$ cat src/rtl/audio_pkg.sv
// Shared definitions for the envelope streamer: default sizes, the envelope
// record layout and the FSM state encoding.
package audio_pkg;

    localparam int DATA_W_DEF        = 32;
    localparam int NUM_INTERVALS_DEF = 10;
    localparam int IDX_W_DEF         = $clog2(NUM_INTERVALS_DEF);

    typedef enum logic {
        ST_IDLE   = 1'b0,
        ST_STREAM = 1'b1
    } state_t;

    // One streamed record at the default sizes; p2p is one bit wider than the operands.
    typedef struct packed {
        logic [IDX_W_DEF-1:0]  index;
        logic [DATA_W_DEF-1:0] amp_min;
        logic [DATA_W_DEF-1:0] amp_max;
        logic [DATA_W_DEF:0]   p2p;
    } env_rec_t;

endpackage

$ cat src/rtl/audio_envelope_streamer_buffer.sv
// Interval record store: one synchronous write port, one combinational read
// port. Contents are not reset; only slots below the fill count are ever read.
module envelope_buffer #(
    parameter int DATA_W = 32,
    parameter int DEPTH  = 10,
    parameter int ADDR_W = $clog2(DEPTH)
) (
    input  logic              clk,
    input  logic              wr_en,
    input  logic [ADDR_W-1:0] wr_addr,
    input  logic [DATA_W-1:0] wr_min,
    input  logic [DATA_W-1:0] wr_max,
    input  logic [ADDR_W-1:0] rd_addr,
    output logic [DATA_W-1:0] rd_min,
    output logic [DATA_W-1:0] rd_max
);

    logic [2*DATA_W-1:0] mem [DEPTH];
    logic [2*DATA_W-1:0] rd_word;

    always_ff @(posedge clk) begin
        if (wr_en && (32'(wr_addr) < DEPTH)) begin
            mem[wr_addr] <= {wr_max, wr_min};
        end
    end

    // Addresses past the end (possible when DEPTH is not a power of two) read as zero.
    assign rd_word = (32'(rd_addr) < DEPTH) ? mem[rd_addr] : '0;
    assign rd_min  = rd_word[DATA_W-1:0];
    assign rd_max  = rd_word[2*DATA_W-1:DATA_W];

endmodule

$ cat src/rtl/audio_envelope_streamer.sv
// Buffers one frame of (min, max) interval pairs and streams them out as
// {index, min, max, p2p} records over a valid/ready handshake.
//
// state     | meaning
// ST_IDLE   | accepting pairs and wr_done; waiting for start
// ST_STREAM | output registers hold a record; advancing on each handshake
module audio_envelope_streamer
    import audio_pkg::*;
#(
    parameter int DATA_W        = DATA_W_DEF,
    parameter int NUM_INTERVALS = NUM_INTERVALS_DEF,
    parameter int IDX_W         = $clog2(NUM_INTERVALS)
) (
    input  logic              clk,
    input  logic              reset_n,
    input  logic              wr_en,
    input  logic [DATA_W-1:0] wr_min,
    input  logic [DATA_W-1:0] wr_max,
    input  logic              wr_done,
    input  logic              start,
    output logic              out_valid,
    input  logic              out_ready,
    output logic [IDX_W-1:0]  out_index,
    output logic [DATA_W-1:0] out_min,
    output logic [DATA_W-1:0] out_max,
    output logic [DATA_W:0]   out_p2p,
    output logic              out_last,
    output logic              busy,
    output logic [IDX_W:0]    count,
    output logic              overflow
);

    localparam logic [IDX_W:0] FULL      = (IDX_W+1)'(NUM_INTERVALS);
    localparam logic [IDX_W:0] CNT_ONE   = (IDX_W+1)'(1);
    localparam logic [IDX_W-1:0] IDX_ONE = IDX_W'(1);

    state_t              state, state_nxt;
    logic                frame_ready, frame_ready_nxt;
    logic                overflow_nxt;
    logic [IDX_W:0]      count_nxt;
    logic                out_valid_nxt, out_last_nxt;
    logic [IDX_W-1:0]    out_index_nxt;
    logic [DATA_W-1:0]   out_min_nxt, out_max_nxt;
    logic [DATA_W:0]     out_p2p_nxt;

    logic                buf_we;
    logic [IDX_W-1:0]    next_idx;
    logic [IDX_W-1:0]    rd_addr;
    logic [DATA_W-1:0]   rd_min, rd_max;
    logic [DATA_W:0]     rd_p2p;
    logic                handshake;

    envelope_buffer #(
        .DATA_W (DATA_W),
        .DEPTH  (NUM_INTERVALS),
        .ADDR_W (IDX_W)
    ) u_buffer (
        .clk     (clk),
        .wr_en   (buf_we),
        .wr_addr (count[IDX_W-1:0]),
        .wr_min  (wr_min),
        .wr_max  (wr_max),
        .rd_addr (rd_addr),
        .rd_min  (rd_min),
        .rd_max  (rd_max)
    );

    assign handshake = out_valid & out_ready;
    assign next_idx  = out_index + IDX_ONE;
    // In IDLE the read port is parked on slot 0 so the first record is ready at start.
    assign rd_addr   = (state == ST_STREAM) ? next_idx : '0;
    // Sign-extend both operands first so the difference can never overflow.
    assign rd_p2p    = {rd_max[DATA_W-1], rd_max} - {rd_min[DATA_W-1], rd_min};
    assign busy      = (state == ST_STREAM);

    always_comb begin
        state_nxt       = state;
        frame_ready_nxt = frame_ready;
        overflow_nxt    = overflow;
        count_nxt       = count;
        out_valid_nxt   = out_valid;
        out_last_nxt    = out_last;
        out_index_nxt   = out_index;
        out_min_nxt     = out_min;
        out_max_nxt     = out_max;
        out_p2p_nxt     = out_p2p;
        buf_we          = 1'b0;

        case (state)
            ST_IDLE: begin
                if (wr_en) begin
                    if (count < FULL) begin
                        buf_we    = 1'b1;
                        count_nxt = count + CNT_ONE;
                    end else begin
                        overflow_nxt = 1'b1;
                    end
                end
                if (wr_done) begin
                    frame_ready_nxt = 1'b1;
                end
                if (start && frame_ready && (count != '0)) begin
                    state_nxt     = ST_STREAM;
                    out_valid_nxt = 1'b1;
                    out_index_nxt = '0;
                    out_min_nxt   = rd_min;
                    out_max_nxt   = rd_max;
                    out_p2p_nxt   = rd_p2p;
                    // A pair written on the start cycle still joins the frame.
                    out_last_nxt  = (count_nxt == CNT_ONE);
                end
            end

            ST_STREAM: begin
                if (wr_en) begin
                    overflow_nxt = 1'b1;
                end
                if (handshake) begin
                    if (out_last) begin
                        state_nxt       = ST_IDLE;
                        count_nxt       = '0;
                        frame_ready_nxt = 1'b0;
                        out_valid_nxt   = 1'b0;
                        out_last_nxt    = 1'b0;
                    end else begin
                        out_index_nxt = next_idx;
                        out_min_nxt   = rd_min;
                        out_max_nxt   = rd_max;
                        out_p2p_nxt   = rd_p2p;
                        out_last_nxt  = ({1'b0, next_idx} == (count - CNT_ONE));
                    end
                end
            end

            default: begin
                state_nxt = ST_IDLE;
            end
        endcase
    end

    always_ff @(posedge clk or negedge reset_n) begin
        if (!reset_n) begin
            state       <= ST_IDLE;
            frame_ready <= 1'b0;
            overflow    <= 1'b0;
            count       <= '0;
            out_valid   <= 1'b0;
            out_last    <= 1'b0;
            out_index   <= '0;
            out_min     <= '0;
            out_max     <= '0;
            out_p2p     <= '0;
        end else begin
            state       <= state_nxt;
            frame_ready <= frame_ready_nxt;
            overflow    <= overflow_nxt;
            count       <= count_nxt;
            out_valid   <= out_valid_nxt;
            out_last    <= out_last_nxt;
            out_index   <= out_index_nxt;
            out_min     <= out_min_nxt;
            out_max     <= out_max_nxt;
            out_p2p     <= out_p2p_nxt;
        end
    end

endmodule

$ cat config.mk
export PLATFORM = sky130hd
export DESIGN_NAME = audio_envelope_streamer
export DESIGN_NICKNAME = d
export VERILOG_FILES = /design/src/rtl/audio_pkg.sv /design/src/rtl/audio_envelope_streamer_buffer.sv /design/src/rtl/audio_envelope_streamer.sv
export SDC_FILE = /design/constraint.sdc
export NUM_CORES = 1
export LEC_CHECK = 0
export CAP_MARGIN = 20
export CORE_MARGIN = 2
export CORE_UTILIZATION = 63
export DETAILED_ROUTE_END_ITERATION = 10
export DONT_BUFFER_PORTS = 1
export GPL_ROUTABILITY_DRIVEN = 1
export PLACE_DENSITY = 0.85
export SLEW_MARGIN = 25
export SYNTH_ARGS = -nofsm -noshare
export SYNTH_HDL_FRONTEND = slang
export SYNTH_SLANG_ARGS = --single-unit
$ cat constraint.sdc
create_clock -name clk -period 5 [get_ports clk]
set_clock_uncertainty 0.2 [all_clocks]
set_input_delay 1 -clock clk [delete_from_list [all_inputs] [get_ports clk]]
set_output_delay 1 -clock clk [all_outputs]
set_load 0.005 [all_outputs]
==> impl_metrics.py <==
metrics = {
    "setup_path": {
        "cp_top_family": "compound AO/OA/AOI/OAI gates",
        "crit_start": "out_index[0]$_DFFE_PN0P_",
        "critPathMaxFanout": 28,
        "cp_cell_sequence": "ha_2 > xor2_2 > and2_4 > buf_12 > buf_4 > o2111ai_1 > o21ai_1 > ha_1 > a21oi_1 > o21a_1 > o21ai_1 > a211oi_2 > a211oi_1 > o21a_1 > o31ai_2",
        "reg2regPathDepth": 15,
        "cp-end-kind": "flop",
        "timing.critical_path.to": "out_p2p[30]$_DFFE_PN0P_",
        "r2r-end": "out_p2p[30]$_DFFE_PN0P_",
        "required_ns": 5.31,
        "slowest_stage": "dfrtp_4",
        "r2r_start": "out_index[0]$_DFFE_PN0P_",
        "path_depth": 15,
        "path_class": "flop to flop",
        "cp_slowest_stage_delay_ns": 0.54,
        "cp-start-kind": "flop",
        "arrival_ns": 4.99,
        "rrSetupSlack_ns": 0.32,
        "path_buf_inv": 2,
    },
    "synthesis": {
        "ys_warn_count": 0,
        "yosysTopAreaCell": "edfxtp_1",
        "syn_area_per_cell_um2": 13.38,
        "synthDistinctLibCells": 69,
        "synth-async-reset-ratio_pct": 14.78,
        "yosysTopAreaCellShare_pct": 61.30,
        "synth_fp_nets": 2452,
        "synth.area.top_cells": "edfxtp_1 (61%), dfrtp_1 (8.9%), nand2_1 (4.5%)",
        "postSynthCellCount": 2344,
        "yosys-top-cells-count": "edfxtp_1 (640), nand2_1 (373), nand3_1 (138)",
        "seq_area_frac_synth_pct": 70.16,
        "synth_edf_count": 640,
        "yosysMostFrequentCell": "edfxtp_1",
        "ys_ff_latch": 751,
        "syn-cell-area_mm2": 0.03135,
        "synth-main-ff-cell": "edfxtp_1",
    },
    "placed_design": {
        "port-buffer-count": 0,
        "gp_congestion": 0.9499,
        "place_inst": 2938,
        "dp_hpwl_um": 51160,
    },
    "sta": {
        "fmax_ghz": 0.2137,
        "hold_viol": 0,
        "fin_crit_sh_pct": 93.59,
        "rsz0062_at_grt": "no",
        "worst_slew_pin_slew_ns": 0.9669,
        "setup_tns_ns": 0,
        "final-max-slew-violation-count": 0,
        "slew_headroom_pct": 35.54,
        "post-route-min-period_ns": 4.680,
        "setup_viol": 0,
    },
    "cells_and_area": {
        "final_layout_size_suffix_gt1_share_pct": 12.18,
        "area_delta_synth_final_pct": 11.81,
        "fin_cells": 3079,
        "final_nets": 2462,
    },
    "detailed_routing": {
        "num_vias": 20800,
        "drc": 0,
        "vias_per_cell": 6.756,
        "wl_per_cell_um": 27.40,
        "routed_wl_um": 84380,
        "first_pass_iters": 6,
        "final_antenna_net_count": 0,
        "drtIter0Drc": 2998,
    },
    "floorplan": {
        "floorplan.core_area_mm2": 0.04905,
        "ios": 180,
        "die_w_um": 227.1,
        "dieArea_mm2": 0.05157,
        "initial_core_util_pct": 63.91,
        "die_height_um": 227.1,
        "num_rows": 81,
    },
    "clock_network": {
        "clkTransAtPathRegs_ns": 0.06,
        "cts_made_buffers": 75,
        "cts_tree": "done",
        "clock_path_buffers": 3,
        "cts_htree_levels": 3,
        "clkSinkCount": 751,
        "cts_resized": 0,
        "ctsHoldBuffers": 1,
        "insertion_delay_ns": 0.60,
        "post_cts_buffers": 0,
        "cts_root_buffer": "clkbuf_16",
    },
    "job": {
        "drv_cap": 0,
    },
    "power_and_ir_drop": {
        "p_leak_nw": 12.16,
        "powerDensity_mw_per_mm2": 757.5,
        "ir_worst_vdd_mv": 0.6270,
    },
    "grt": {
        "grt_pass1_vias": 20460,
        "antenna_found_initial": 3,
        "grtUsageTotal_pct": 32.94,
        "grt_pass1_wl_um": 125100,
        "overflow": 0,
        "grt_max_degree": 118,
    },
    "run_status": {
        "status": "finished, final reports clean",
    },
    "hold_path": {
        "min_path_type": "input pin to async pin",
    },
}
sequential cells by signal, summed over array words and instances, names as in the netlist:
signal and count:
count 5, out_last 1, out_max 32, busy 1, out_index 4, out_valid 1
out_p2p 33, overflow 1, out_min 32, frame_ready 1, u_buffer.mem 640
layout make-up:
type	instances	area (µm²)
Antenna cell	2	5.005
Multi-Input combinational cell	1424	8720
Fill cell	3089	14000
Inverter	8	30.03
Sequential cell	751	22000
Tap cell	664	830.8
Clock buffer	104	2162
Timing Repair Buffer	94	996.0
Clock inverter	32	311.5
power breakdown:
group | switching [mW] | total (mW) | internal (mW) | leakage [nW]
clock | 2.29 | 5.63 | 3.33 | 1.20
sequential | 0.599 | 8.31 | 7.71 | 7.06
combinational | 8.27 | 12.6 | 4.34 | 3.90
metrics by stage:
stage	util, %	power (mW)	instance area (µm²)	hold slack (ns)	worst slack (ns)
final	71.46	26.55	35050	0.1462	0.3204
after global routing	71.45	27.70	35050	0.1831	0.1448
after CTS	71.36	26.17	35000	0.1639	0.4032
after detailed placement	66.26	20.50	32500	0.2846	0.4031
after global placement	66.10	20.19	32420	0.2751	0.5044
after floorplan	-	16.22	31350	0.2510	1.032
how the worst min path moves through the flow:
stage | startpoint | to
6_report | reset_n | out_min[21]$_DFFE_PN0P_
4_1_cts | reset_n | count[3]$_DFFE_PN0P_
2_1_floorplan | overflow$_DFFE_PN0P_ | overflow$_DFFE_PN0P_
3_5_place_dp | overflow$_DFFE_PN0P_ | overflow$_DFFE_PN0P_
5_1_grt | reset_n | count[0]$_DFFE_PN0P_
3_3_place_gp | overflow$_DFFE_PN0P_ | overflow$_DFFE_PN0P_
metal layers:
metal	vias up	GRT usage [%]	share of wire [%]
met4	4	13.94	3.9
met5	-	0	0.050
li1	8894	-	-
met2	1435	50.76	46
met3	213	9.086	12
met1	10260	44.66	37
cells by family after synthesis:
| logic type | share of synthesized area [%] |
|---|---|
| AOI/OAI and AO/OA | 9.969 |
| xor gates and xnor gates | 0.9179 |
| adders and majority gates | 1.540 |
| buffers and inverters | 2.291 |
| DFF | 70.16 |
| muxes | 4.374 |
| and+or+nand+nor | 10.75 |
layout by cell type (no fill, tap or decap), types with 5 or more instances in the layout:
| cell | netlist | layout |
|---|---|---|
| edfxtp_1 | 640 | 640 |
| nand2_1 | 373 | 371 |
| nand3_1 | 138 | 138 |
| a21oi_1 | 116 | 116 |
| dfrtp_1 | 111 | 110 |
| a31oi_1 | 102 | 102 |
| clkbuf_16 | 0 | 80 |
| nor2_1 | 72 | 72 |
| buf_4 | 2 | 72 |
| mux2i_1 | 65 | 65 |
| mux2_2 | 62 | 62 |
| a22oi_1 | 62 | 62 |
| a211oi_1 | 37 | 37 |
| nor3_1 | 37 | 37 |
| nor2b_1 | 37 | 36 |
| o21ai_1 | 37 | 36 |
| ha_1 | 37 | 36 |
| or3_1 | 35 | 35 |
| o2111ai_1 | 32 | 32 |
| o21ai_0 | 30 | 30 |
| buf_12 | 0 | 20 |
| xnor2_1 | 18 | 18 |
| a21o_1 | 17 | 17 |
| clkbuf_1 | 84 | 17 |
| clkinv_1 | 0 | 15 |
| xor2_1 | 13 | 13 |
| inv_1 | 8 | 8 |
| o21a_1 | 8 | 8 |
| and2_1 | 13 | 7 |
| clkinv_2 | 0 | 7 |
| clkbuf_8 | 0 | 7 |
| nand2b_1 | 7 | 6 |
| nand4_1 | 6 | 6 |
| bufinv_16 | 0 | 6 |
| and2_4 | 0 | 5 |
Note: power is estimated with default switching activity, not from simulation.
